===== config.mk =====
export PLATFORM = sky130hd
export DESIGN_NAME = i2c_slave_ctrl
export DESIGN_NICKNAME = d
export VERILOG_FILES = /design/src/rtl/i2c_slave_ctrl_pkg.sv /design/src/rtl/i2c_slave_sync.sv /design/src/rtl/i2c_slave_ctrl.sv
export SDC_FILE = /design/constraint.sdc
export NUM_CORES = 1
export LEC_CHECK = 0
export BUFFER_PORTS_ARGS = -buffer_cell sky130_fd_sc_hd__clkbuf_2
export CAP_MARGIN = 20
export CORE_MARGIN = 2
export CORE_UTILIZATION = 46
export CTS_CLUSTER_DIAMETER = 100
export DETAILED_ROUTE_END_ITERATION = 8
export HOLD_SLACK_MARGIN = 0.05
export PLACE_DENSITY = 0.73
export SYNTH_ARGS = -nofsm -noshare
export SYNTH_HDL_FRONTEND = slang
export SYNTH_SLANG_ARGS = --single-unit

===== constraint.sdc =====
create_clock -name i_clk -period 2.1 [get_ports i_clk]
set_input_delay 0.315 -clock i_clk [delete_from_list [all_inputs] [get_ports i_clk]]
set_output_delay 0.315 -clock i_clk [all_outputs]
set_load 0.02 [all_outputs]

===== src/rtl/i2c_slave_ctrl_pkg.sv =====
// Shared definitions for the I2C slave controller: state encodings, default
// address and glitch-filter depth.
package i2c_slave_ctrl_pkg;

  typedef enum logic [2:0] {
    ST_IDLE     = 3'd0,
    ST_ADDR     = 3'd1,
    ST_ADDR_ACK = 3'd2,
    ST_RX_BYTE  = 3'd3,
    ST_RX_ACK   = 3'd4,
    ST_TX_BYTE  = 3'd5,
    ST_TX_ACK   = 3'd6,
    ST_WAIT     = 3'd7
  } state_t;

  localparam logic [6:0] I2C_SLAVE_ADDR_DEFAULT = 7'h50;
  localparam int         I2C_SLAVE_FILT_DEPTH   = 3;

endpackage


===== src/rtl/i2c_slave_sync.sv =====
// SCL/SDA 2-flop synchronizer; with I2C_SLAVE_GLITCH_FILTER_EN defined a
// 3-sample agreement filter follows it.
module i2c_slave_sync
  import i2c_slave_ctrl_pkg::*;
(
  input  logic i_clk,
  input  logic i_rst_n,
  input  logic i_scl,
  input  logic i_sda,
  output logic o_scl,
  output logic o_sda
);

  logic [1:0] r_meta;
  logic [1:0] r_sync;

  always_ff @(posedge i_clk or negedge i_rst_n) begin
    if (!i_rst_n) begin
      r_meta <= 2'b11;
      r_sync <= 2'b11;
    end else begin
      r_meta <= {i_sda, i_scl};
      r_sync <= r_meta;
    end
  end

`ifdef I2C_SLAVE_GLITCH_FILTER_EN
  logic [I2C_SLAVE_FILT_DEPTH-2:0] r_hist_scl;
  logic [I2C_SLAVE_FILT_DEPTH-2:0] r_hist_sda;
  logic                            r_filt_scl;
  logic                            r_filt_sda;
  logic [I2C_SLAVE_FILT_DEPTH-1:0] w_win_scl;
  logic [I2C_SLAVE_FILT_DEPTH-1:0] w_win_sda;
  logic                            w_filt_scl;
  logic                            w_filt_sda;

  // The filtered level follows the line once the whole window agrees.
  assign w_win_scl  = {r_hist_scl, r_sync[0]};
  assign w_win_sda  = {r_hist_sda, r_sync[1]};
  assign w_filt_scl = ((&w_win_scl) | ~(|w_win_scl)) ? r_sync[0] : r_filt_scl;
  assign w_filt_sda = ((&w_win_sda) | ~(|w_win_sda)) ? r_sync[1] : r_filt_sda;

  always_ff @(posedge i_clk or negedge i_rst_n) begin
    if (!i_rst_n) begin
      r_hist_scl <= '1;
      r_hist_sda <= '1;
      r_filt_scl <= 1'b1;
      r_filt_sda <= 1'b1;
    end else begin
      r_hist_scl <= {r_hist_scl[I2C_SLAVE_FILT_DEPTH-3:0], r_sync[0]};
      r_hist_sda <= {r_hist_sda[I2C_SLAVE_FILT_DEPTH-3:0], r_sync[1]};
      r_filt_scl <= w_filt_scl;
      r_filt_sda <= w_filt_sda;
    end
  end

  assign o_scl = w_filt_scl;
  assign o_sda = w_filt_sda;
`else
  assign o_scl = r_sync[0];
  assign o_sda = r_sync[1];
`endif

endmodule


===== src/rtl/i2c_slave_ctrl.sv =====
// I2C slave: START/STOP detection, 7-bit address match, byte RX/TX with ACK.
// Optional input glitch filter via I2C_SLAVE_GLITCH_FILTER_EN.
//
// state    | meaning
// IDLE     | bus free, waiting for START
// ADDR     | shifting in address + R/W
// ADDR_ACK | waiting for / driving the address ACK slot
// RX_BYTE  | receiving a data byte
// RX_ACK   | driving ACK/NACK for a received byte
// TX_BYTE  | driving a data byte onto SDA
// TX_ACK   | sampling the master's ACK, loading the next byte on ACK
// WAIT     | not involved, SDA released until START/STOP
module i2c_slave_ctrl
  import i2c_slave_ctrl_pkg::*;
#(
  parameter logic [6:0] SLAVE_ADDR = I2C_SLAVE_ADDR_DEFAULT
) (
  input  logic       i_clk,
  input  logic       i_rst_n,
  input  logic       i_scl,
  input  logic       i_sda,
  output logic       o_sda_oe,
  input  logic       i_ack_en,
  input  logic [7:0] i_tx_data,
  output logic       o_tx_req,
  output logic [7:0] o_rx_data,
  output logic       o_rx_valid,
  output logic       o_busy,
  output logic       o_addressed,
  output logic       o_rw,
  output logic       o_stop_det
);

  logic w_scl, w_sda;
  logic r_scl_d, r_sda_d;
  logic w_scl_rise, w_scl_fall, w_start, w_stop;

  state_t     r_state, w_state_nxt;
  logic [2:0] r_bit_cnt, w_bit_cnt_nxt;
  logic [7:0] r_shift, w_shift_nxt;
  logic       r_phase, w_phase_nxt;
  logic       r_sda_oe, w_sda_oe_nxt;
  logic [7:0] r_rx_data, w_rx_data_nxt;
  logic       r_rx_valid, w_rx_valid_nxt;
  logic       r_tx_req, w_tx_req_nxt;
  logic       r_busy, w_busy_nxt;
  logic       r_addressed, w_addressed_nxt;
  logic       r_rw, w_rw_nxt;
  logic       r_stop_det, w_stop_det_nxt;

  i2c_slave_sync u_sync (
    .i_clk   (i_clk),
    .i_rst_n (i_rst_n),
    .i_scl   (i_scl),
    .i_sda   (i_sda),
    .o_scl   (w_scl),
    .o_sda   (w_sda)
  );

  assign w_scl_rise = w_scl & ~r_scl_d;
  assign w_scl_fall = ~w_scl & r_scl_d;
  assign w_start    = w_scl & r_scl_d & ~w_sda & r_sda_d;
  assign w_stop     = w_scl & r_scl_d & w_sda & ~r_sda_d;

  always_comb begin
    w_state_nxt     = r_state;
    w_bit_cnt_nxt   = r_bit_cnt;
    w_shift_nxt     = r_shift;
    w_phase_nxt     = r_phase;
    w_sda_oe_nxt    = r_sda_oe;
    w_rx_data_nxt   = r_rx_data;
    w_rx_valid_nxt  = 1'b0;
    w_tx_req_nxt    = 1'b0;
    w_busy_nxt      = r_busy;
    w_addressed_nxt = r_addressed;
    w_rw_nxt        = r_rw;
    w_stop_det_nxt  = 1'b0;

    if (w_stop) begin
      w_state_nxt     = ST_IDLE;
      w_sda_oe_nxt    = 1'b0;
      w_busy_nxt      = 1'b0;
      w_addressed_nxt = 1'b0;
      w_stop_det_nxt  = 1'b1;
      w_phase_nxt     = 1'b0;
    end else if (w_start) begin
      w_state_nxt     = ST_ADDR;
      w_sda_oe_nxt    = 1'b0;
      w_busy_nxt      = 1'b1;
      w_addressed_nxt = 1'b0;
      w_bit_cnt_nxt   = 3'd0;
      w_phase_nxt     = 1'b0;
    end else begin
      case (r_state)
        ST_ADDR: begin
          if (w_scl_rise) begin
            w_shift_nxt   = {r_shift[6:0], w_sda};
            w_bit_cnt_nxt = r_bit_cnt + 3'd1;
            if (r_bit_cnt == 3'd7) begin
              if (r_shift[6:0] == SLAVE_ADDR) begin
                w_state_nxt     = ST_ADDR_ACK;
                w_addressed_nxt = 1'b1;
                w_rw_nxt        = w_sda;
                w_phase_nxt     = 1'b0;
              end else begin
                w_state_nxt = ST_WAIT;
              end
            end
          end
        end
        ST_ADDR_ACK: begin
          // r_phase: 0 = before the ACK slot, 1 = ACK being driven
          if (w_scl_rise && r_phase && r_rw) begin
            w_tx_req_nxt = 1'b1;
          end
          if (w_scl_fall) begin
            if (!r_phase) begin
              w_sda_oe_nxt = 1'b1;
              w_phase_nxt  = 1'b1;
            end else begin
              w_phase_nxt   = 1'b0;
              w_bit_cnt_nxt = 3'd0;
              if (r_rw) begin
                w_shift_nxt  = i_tx_data;
                w_sda_oe_nxt = ~i_tx_data[7];
                w_state_nxt  = ST_TX_BYTE;
              end else begin
                w_sda_oe_nxt = 1'b0;
                w_state_nxt  = ST_RX_BYTE;
              end
            end
          end
        end
        ST_RX_BYTE: begin
          if (w_scl_rise) begin
            w_shift_nxt   = {r_shift[6:0], w_sda};
            w_bit_cnt_nxt = r_bit_cnt + 3'd1;
          end
          // A fall always follows a rise here, so a wrapped count means 8 bits.
          if (w_scl_fall && (r_bit_cnt == 3'd0)) begin
            w_rx_data_nxt  = r_shift;
            w_rx_valid_nxt = 1'b1;
            w_sda_oe_nxt   = i_ack_en;
            w_state_nxt    = ST_RX_ACK;
          end
        end
        ST_RX_ACK: begin
          if (w_scl_fall) begin
            w_sda_oe_nxt  = 1'b0;
            w_bit_cnt_nxt = 3'd0;
            w_state_nxt   = ST_RX_BYTE;
          end
        end
        ST_TX_BYTE: begin
          if (w_scl_rise) begin
            w_bit_cnt_nxt = r_bit_cnt + 3'd1;
          end
          if (w_scl_fall) begin
            if (r_bit_cnt == 3'd0) begin
              w_sda_oe_nxt = 1'b0;
              w_phase_nxt  = 1'b0;
              w_state_nxt  = ST_TX_ACK;
            end else begin
              w_shift_nxt  = {r_shift[6:0], 1'b0};
              w_sda_oe_nxt = ~r_shift[6];
            end
          end
        end
        ST_TX_ACK: begin
          if (w_scl_rise) begin
            if (w_sda) begin
              w_state_nxt = ST_WAIT;
            end else begin
              w_tx_req_nxt = 1'b1;
              w_phase_nxt  = 1'b1;
            end
          end
          if (w_scl_fall && r_phase) begin
            w_phase_nxt   = 1'b0;
            w_bit_cnt_nxt = 3'd0;
            w_shift_nxt   = i_tx_data;
            w_sda_oe_nxt  = ~i_tx_data[7];
            w_state_nxt   = ST_TX_BYTE;
          end
        end
        default: ;
      endcase
    end
  end

  always_ff @(posedge i_clk or negedge i_rst_n) begin
    if (!i_rst_n) begin
      r_scl_d     <= 1'b1;
      r_sda_d     <= 1'b1;
      r_state     <= ST_IDLE;
      r_bit_cnt   <= 3'd0;
      r_shift     <= 8'h00;
      r_phase     <= 1'b0;
      r_sda_oe    <= 1'b0;
      r_rx_data   <= 8'h00;
      r_rx_valid  <= 1'b0;
      r_tx_req    <= 1'b0;
      r_busy      <= 1'b0;
      r_addressed <= 1'b0;
      r_rw        <= 1'b0;
      r_stop_det  <= 1'b0;
    end else begin
      r_scl_d     <= w_scl;
      r_sda_d     <= w_sda;
      r_state     <= w_state_nxt;
      r_bit_cnt   <= w_bit_cnt_nxt;
      r_shift     <= w_shift_nxt;
      r_phase     <= w_phase_nxt;
      r_sda_oe    <= w_sda_oe_nxt;
      r_rx_data   <= w_rx_data_nxt;
      r_rx_valid  <= w_rx_valid_nxt;
      r_tx_req    <= w_tx_req_nxt;
      r_busy      <= w_busy_nxt;
      r_addressed <= w_addressed_nxt;
      r_rw        <= w_rw_nxt;
      r_stop_det  <= w_stop_det_nxt;
    end
  end

  assign o_sda_oe    = r_sda_oe;
  assign o_rx_data   = r_rx_data;
  assign o_rx_valid  = r_rx_valid;
  assign o_tx_req    = r_tx_req;
  assign o_busy      = r_busy;
  assign o_addressed = r_addressed;
  assign o_rw        = r_rw;
  assign o_stop_det  = r_stop_det;

endmodule


==> results.md, run 1 <==
* Synth Area in Compound Gates at 16.8%
* Setup TNS at 0 ns
* Synth cell types at 42
* Initial antenna violation count at 0
* Asr flop ratio synth at 100%
* Remaining DRCs at 0
* Hold Path Origin: i_sda
* Worst r2r src: u_sync.r_sync[0]
* CTS sink count at 36
* Number of global-route vias before repair at 1597
* Slowest Stage Delay on Critical Path at 0.61 ns
* Yosys top cell area share at 38.4%
* Max-cap viol count at 0
* Post-Syn Nets at 198
* Clock power frac at 14.4%
* Pins Over Slew Limit at 0
* Largest cells by area after synthesis: dfrtp_1 38%, mux2_2 15%, dfstp_2 8.1%
* Share of cells above drive strength 1 at 41.7%
* Clk Latency, worst-skew pair at 0.30 ns
* Crit path kind: flip-flop to flip-flop
* Iteration-0 DRC Markers at 70
* Crit-path max FO at 10
* Final Hold Viols at 0
* Worst hold path stage count at 1
* Area leader, netlist: dfrtp_1
* CP max-delay cell: dfstp_2
* Largest net degree at the start of global routing at 23
* Final period util at 94.7%
* Sw frac at 40.4%
* Final HPWL DP at 3.58 mm
* CTS Buf Count at 5
* Num ports at 28
* Total core area at 4060 um^2
* CP Capture Type: flip-flop
* GRT Overall Usage at 20.9%
* Reg power frac at 32.8%
* Setup WS pre-CTS at 0.0165 ns
* Area fraction in and, or, nand and nor cells after synthesis at 15.1%
* Startpoint types: flip-flop
* Worst ir drop on vdd at 0.000753 V
* WHS Endpoint: u_sync.r_meta[1]
* Post-CTS Setup Inserts at 0
* Final Worst Setup Slack at 0.111 ns
* First-pass GRT wire length at 7.91 mm
* WP data required at 2.28 ns
* P_int at 2.09 mW
* Comb pwr share at 52.8%
* Mapped Area at 1960 um^2
* #FFs+latches synth at 36
* Mapped Cells at 182
* CP Data Arrival Time at 2.17 ns
* Die area at 4790 um^2
* Setup slack, reg-to-reg at 0.11 ns
* Wire length per cell at 16.7 um
* Worst path cell trace: nor2b_2 -> a21oi_1 -> a211oi_4 -> buf_12 -> mux2_2
* Synth-to-layout area growth at 22.1%
* XOR/XNOR Fraction of Synth Area at 0.895%
* Layout net count at 245
* Commonest cells in the netlist: 30 x dfrtp_1, 26 x mux2_2, 11 x nand2_1, 11 x o21ai_0, 10 x nor2b_1
* Most common cell in the synthesized netlist: dfrtp_1
* Total iterations of the first detailed-routing run at 4
* Hold WC Path Type: primary input to flip-flop
* Total grt overflow at 0
* Final WL at 4.66 mm
* Routed via count at 1614
* Post-Synth Adder-Cell Area at 1.92%
* Reg-to-Reg End: r_shift[0]
* Initial Util at 48.2%
* Via/cell ratio at 5.76
* Sw Pwr at 1.42 mW
* RSZ-0062 raised after global routing: no
* Largest family of logic cells by synthesized area: compound AO/OA/AOI/OAI gates
* TritonCTS clock tree: built
* GPL Wtd Cong at 0.949
* Crit path depth at 5
* Synthesized area per cell at 10.8 um^2
* Fmax achieved at 0.503 GHz
* Die height at 69.2 um
* Measured slew at the worst slew-check pin at 0.592 ns
* Reg2Reg Depth at 5
* Leakage at 1.11 nW
* Slew headroom at 60.4%
* Mux cell area share after synthesis at 15.0%
* Post-route ant nets at 0
* Power per cell area at 1470 nW/um^2
* Port Buffer Count at 27
* CTS H-Tree Depth at 2
* Fin crit period at 1.99 ns
* Status: complete, no violations
* Ys flop type: dfrtp_1
* Chip width at 69.2 um
* Antenna cells at 0
* Clock tree skew after final layout at 0.00821 ns
* CTS max path bufs at 2
* Post-synth EDFFs at 0
* Buf+Inv Stages, Crit Path at 1
* Sequential area share after synthesis at 46.4%
* Cell Rows at 23
* Min Hold Slack at 0.0935 ns
* Worst path top cell family by delay: flip-flops
* Clock root buffer: clkbuf_8
* Final count of negative-setup-slack endpoints at 0
* Syn. warnings at 0
* Total power at 3.50 mW
* Clock Pin Slew Worst Setup and Hold Paths at 0.08 ns
## layout by cell type (no fill, tap or decap), types with 3 or more instances in the layout
cell type	instances
dfrtp_1	30
clkbuf_2	27
mux2_2	26
buf_4	19
o21ai_0	11
nand2_1	11
inv_1	9
nor2b_1	7
nand3_1	6
a21oi_1	6
nor2_1	6
dfstp_2	6
clkbuf_8	5
and3_1	4
nand2b_1	4
nor2b_2	3
a22oi_1	3
a22o_1	3
ha_1	3
## power groups by stage
stage / sequential [mW] / combinational (mW) / clock, mW
floorplan: 1.17 / 1.19 / 0
global placement: 1.15 / 1.76 / 0
detailed placement: 1.16 / 1.82 / 0
CTS: 1.15 / 1.83 / 0.516
global route: 1.19 / 2.01 / 0.547
finish: 1.15 / 1.85 / 0.505
## registers in the layout, summed over array words and instances, names as in the netlist
| name | cells |
|---|---|
| o_stop_det | 1 |
| r_phase | 1 |
| u_sync.r_sync | 2 |
| o_rx_data | 8 |
| o_addressed | 1 |
| o_rx_valid | 1 |
| r_sda_d | 1 |
| u_sync.r_meta | 2 |
| o_busy | 1 |
| r_bit_cnt | 3 |
| o_rw | 1 |
| o_sda_oe | 1 |
| r_state | 3 |
| r_shift | 8 |
| r_scl_d | 1 |
| o_tx_req | 1 |
## cell families (layout without fill, tap and decap cells)
family,Yosys count,in the layout
AND/OR/NAND/NOR,52,52
multiplexers,26,26
flip-flops,36,36
buffers and inverters,18,66
XOR/XNOR,2,2
adder cells (fa/ha/maj),3,3
AO/OA/AOI/OAI,45,45
## metrics by stage
stage	instance area, um^2	util, %	std cells
floorplan	1960	-	182
global route	2390	58.9	280
global placement	2280	56.1	271
finish	2390	58.9	280
CTS	2380	58.6	280
detailed placement	2280	56.1	271
## layout make-up
| cell class | count | area, um^2 |
|---|---|---|
| multi-input cells | 128 | 983 |
| clock inverters | 3 | 21.3 |
| well taps | 50 | 62.6 |
| clock buffers | 5 | 68.8 |
| inverters | 10 | 37.5 |
| repair buffers | 48 | 308 |
| fillers | 334 | 1670 |
| flip-flops and latches | 36 | 908 |
## layer usage
layer  track usage [%]  vias to the layer above  share of wire, %
met4              9.15                        0               2.8
met3              4.80                       13               4.8
li1                  -                      762                 -
met1              27.3                      786                43
met5                 0                        -                 0
met2              33.2                       53                50
## worst register-to-register path, delay by kind of cell (launching register included)
family          cells  cell delay [ns]
compound gates      2             0.47
buf+inv             1             0.16
flops               1             0.61
mux                 1             0.33
simple gates        1             0.30
## what timing repair did
item                                    4_1_cts  5_1_grt
hold buffers                                  1        0
gates resized for setup                       0        4
endpoints found under the hold margin        17        0
endpoints found under the setup margin        0        9
## worst max-delay path by stage
stage	start	endpoint	slack, ns
floorplan	r_scl_d	r_shift[0]	0.16
CTS	u_sync.r_sync[0]	r_shift[3]	0.002
global placement	u_sync.r_sync[0]	r_shift[2]	0.08
detailed placement	u_sync.r_sync[0]	r_shift[0]	0.02
finish	u_sync.r_sync[0]	r_shift[0]	0.11
global route	r_bit_cnt[0]	r_state[0]	0.006
Note: power is estimated with default switching activity, not from simulation.
==> inputs of run 2 (changes only) <==
==> constraint.sdc (replaced) <==
create_clock -name i_clk -period 2.1 [get_ports i_clk]
set_input_delay 0.42 -clock i_clk [delete_from_list [all_inputs] [get_ports i_clk]]
set_output_delay 0.42 -clock i_clk [all_outputs]
set_load 0.02 [all_outputs]
==> run 2 against run 1 <==
  * Critical path depth unchanged
  * Maximum frequency did not move
  * Global-route usage unchanged
  * Flip-flop and latch count did not move
  * Sequential power barely moved
  * Core utilization fell by 0.25 points
  * Register-to-register slack barely moved
  * Sequential share of layout area grew 0.16 points
  * Die area unchanged
  * Critical endpoint unchanged
  * Largest cell class unchanged
==> results.md, run 2 (synthesized netlist as in run 1, its figures left out) <==
* Chip width at 69.2 um
* Layout net count at 244
* Slowest Stage Delay on Critical Path at 0.61 ns
* Final Hold Viols at 0
* Setup TNS at 0 ns
* Wire length per cell at 16.7 um
* Clk Latency, worst-skew pair at 0.30 ns
* Die height at 69.2 um
* Die area at 4790 um^2
* Worst path cell trace: nor2b_2 -> a21oi_1 -> a211oi_4 -> buf_12 -> mux2_2
* Hold WC Path Type: primary input to asynchronous set/reset pin
* Total grt overflow at 0
* Antenna cells at 0
* Share of cells above drive strength 1 at 41.9%
* Initial Util at 48.2%
* CP max-delay cell: dfstp_2
* Measured slew at the worst slew-check pin at 0.592 ns
* Final cell utilization of the core at 58.6%
* CP Capture Type: flip-flop
* Final WL at 4.66 mm
* Startpoint types: flip-flop
* Power per cell area at 1470 nW/um^2
* Total core area at 4060 um^2
* Slew headroom at 60.4%
* Final period util at 94.7%
* WP data required at 2.28 ns
* RSZ-0062 raised after global routing: no
* Status: complete, no violations
* Reg area at 908 um^2
* Final HPWL DP at 3.58 mm
* Port Buffer Count at 27
* Post-CTS Setup Inserts at 0
* CTS sink count at 36
* Crit-path max FO at 10
* Commonest cells after routing, fill and taps aside: 30 x dfrtp_1, 27 x clkbuf_2, 26 x mux2_2, 19 x buf_4
* Clock tree skew after final layout at 0.00821 ns
* CTS max path bufs at 2
* Worst ir drop on vdd at 0.000753 V
* First-pass GRT wire length at 7.91 mm
* CTS Buf Count at 5
* Max-cap viol count at 0
* Num ports at 28
* Largest net degree at the start of global routing at 23
* Initial antenna violation count at 0
* CTS H-Tree Depth at 2
* Multi-input logic area at 983 um^2
* Synth-to-layout area growth at 21.6%
* Routed via count at 1612
* Fin crit period at 1.99 ns
* Remaining DRCs at 0
* Cell Rows at 23
* Iteration-0 DRC Markers at 71
* Commonest non-fill, non-tap cell in the layout: dfrtp_1
* Fmax achieved at 0.503 GHz
* Post-route ant nets at 0
* Number of global-route vias before repair at 1597
* Final count of negative-setup-slack endpoints at 0
* Leakage at 1.11 nW
* Crit path kind: flip-flop to flip-flop
* GPL Wtd Cong at 0.949
* TritonCTS clock tree: built
* Clock Pin Slew Worst Setup and Hold Paths at 0.08 ns
* Total iterations of the first detailed-routing run at 4
* Clock root buffer: clkbuf_8
* GRT Overall Usage at 20.9%
* CP Data Arrival Time at 2.17 ns
* Via/cell ratio at 5.78
* Pins Over Slew Limit at 0
* Fill count at 335
run 2: cell count changes in the layout (fill, tap and decap cells not counted):
cell	before	now
dlygate4sd3_1	1	0
run 2: cell type report:
type	instances	share of cell area, %
Multi-Input combinational cell	128	41.3
Sequential cell	36	38.2
Timing Repair Buffer	47	12.5
Clock buffer	5	2.89
Tap cell	50	2.63
Inverter	10	1.58
Clock inverter	3	0.894
run 2: worst max-delay path: cells and delay by family, from the launching register on:
kind | cells | cell delay, ns
DFF | 1 | 0.61
AOI/OAI and AO/OA | 2 | 0.47
muxes | 1 | 0.33
and+or+nand+nor | 1 | 0.30
buffers and inverters | 1 | 0.16
run 2: worst paths after layout:
path                                  start          endpoint  slack, ns  depth (start not counted)
min                                 i_rst_n          o_sda_oe       0.09                          1
min reg2reg                u_sync.r_meta[1]  u_sync.r_sync[1]       0.36                          0
max                        u_sync.r_sync[0]        r_shift[0]       0.11                          5
max in group asynchronous           i_rst_n  u_sync.r_sync[1]       1.42                          2
max reg2reg                u_sync.r_sync[0]        r_shift[0]       0.11                          5
min in group i_clk                    i_sda  u_sync.r_meta[1]       0.20                          1
run 2: report_power, final:
part           switching [mW]  internal (mW)
clock                   0.269          0.235
combinational           0.928          0.920
sequential              0.219          0.932
run 2: routing by layer:
| layer | GRT usage (%) | share of wire [%] |
|---|---|---|
| met1 | 27.2 | 43 |
| met3 | 4.94 | 4.9 |
| met5 | 0 | 0 |
| met2 | 33.2 | 50 |
| met4 | 9.15 | 2.8 |
run 2: metrics by stage:
stage	hold WS [ns]	power (mW)	std cells	setup slack (ns)	instance area (um^2)
after detailed placement	0.353	2.98	271	0.0165	2280
final	0.0914	3.50	279	0.111	2380
after global placement	0.347	2.91	271	0.0846	2280
after floorplan	0.124	2.36	182	0.159	1960
after global routing	0.132	3.75	279	0.00628	2380
after CTS	0.111	3.50	279	0.00217	2370
run 2: what timing repair did:
| item | in CTS | in global routing |
|---|---|---|
| gates resized for setup | 0 | 4 |
| hold buffers | 0 | 0 |
| endpoints found under the setup margin | 0 | 9 |
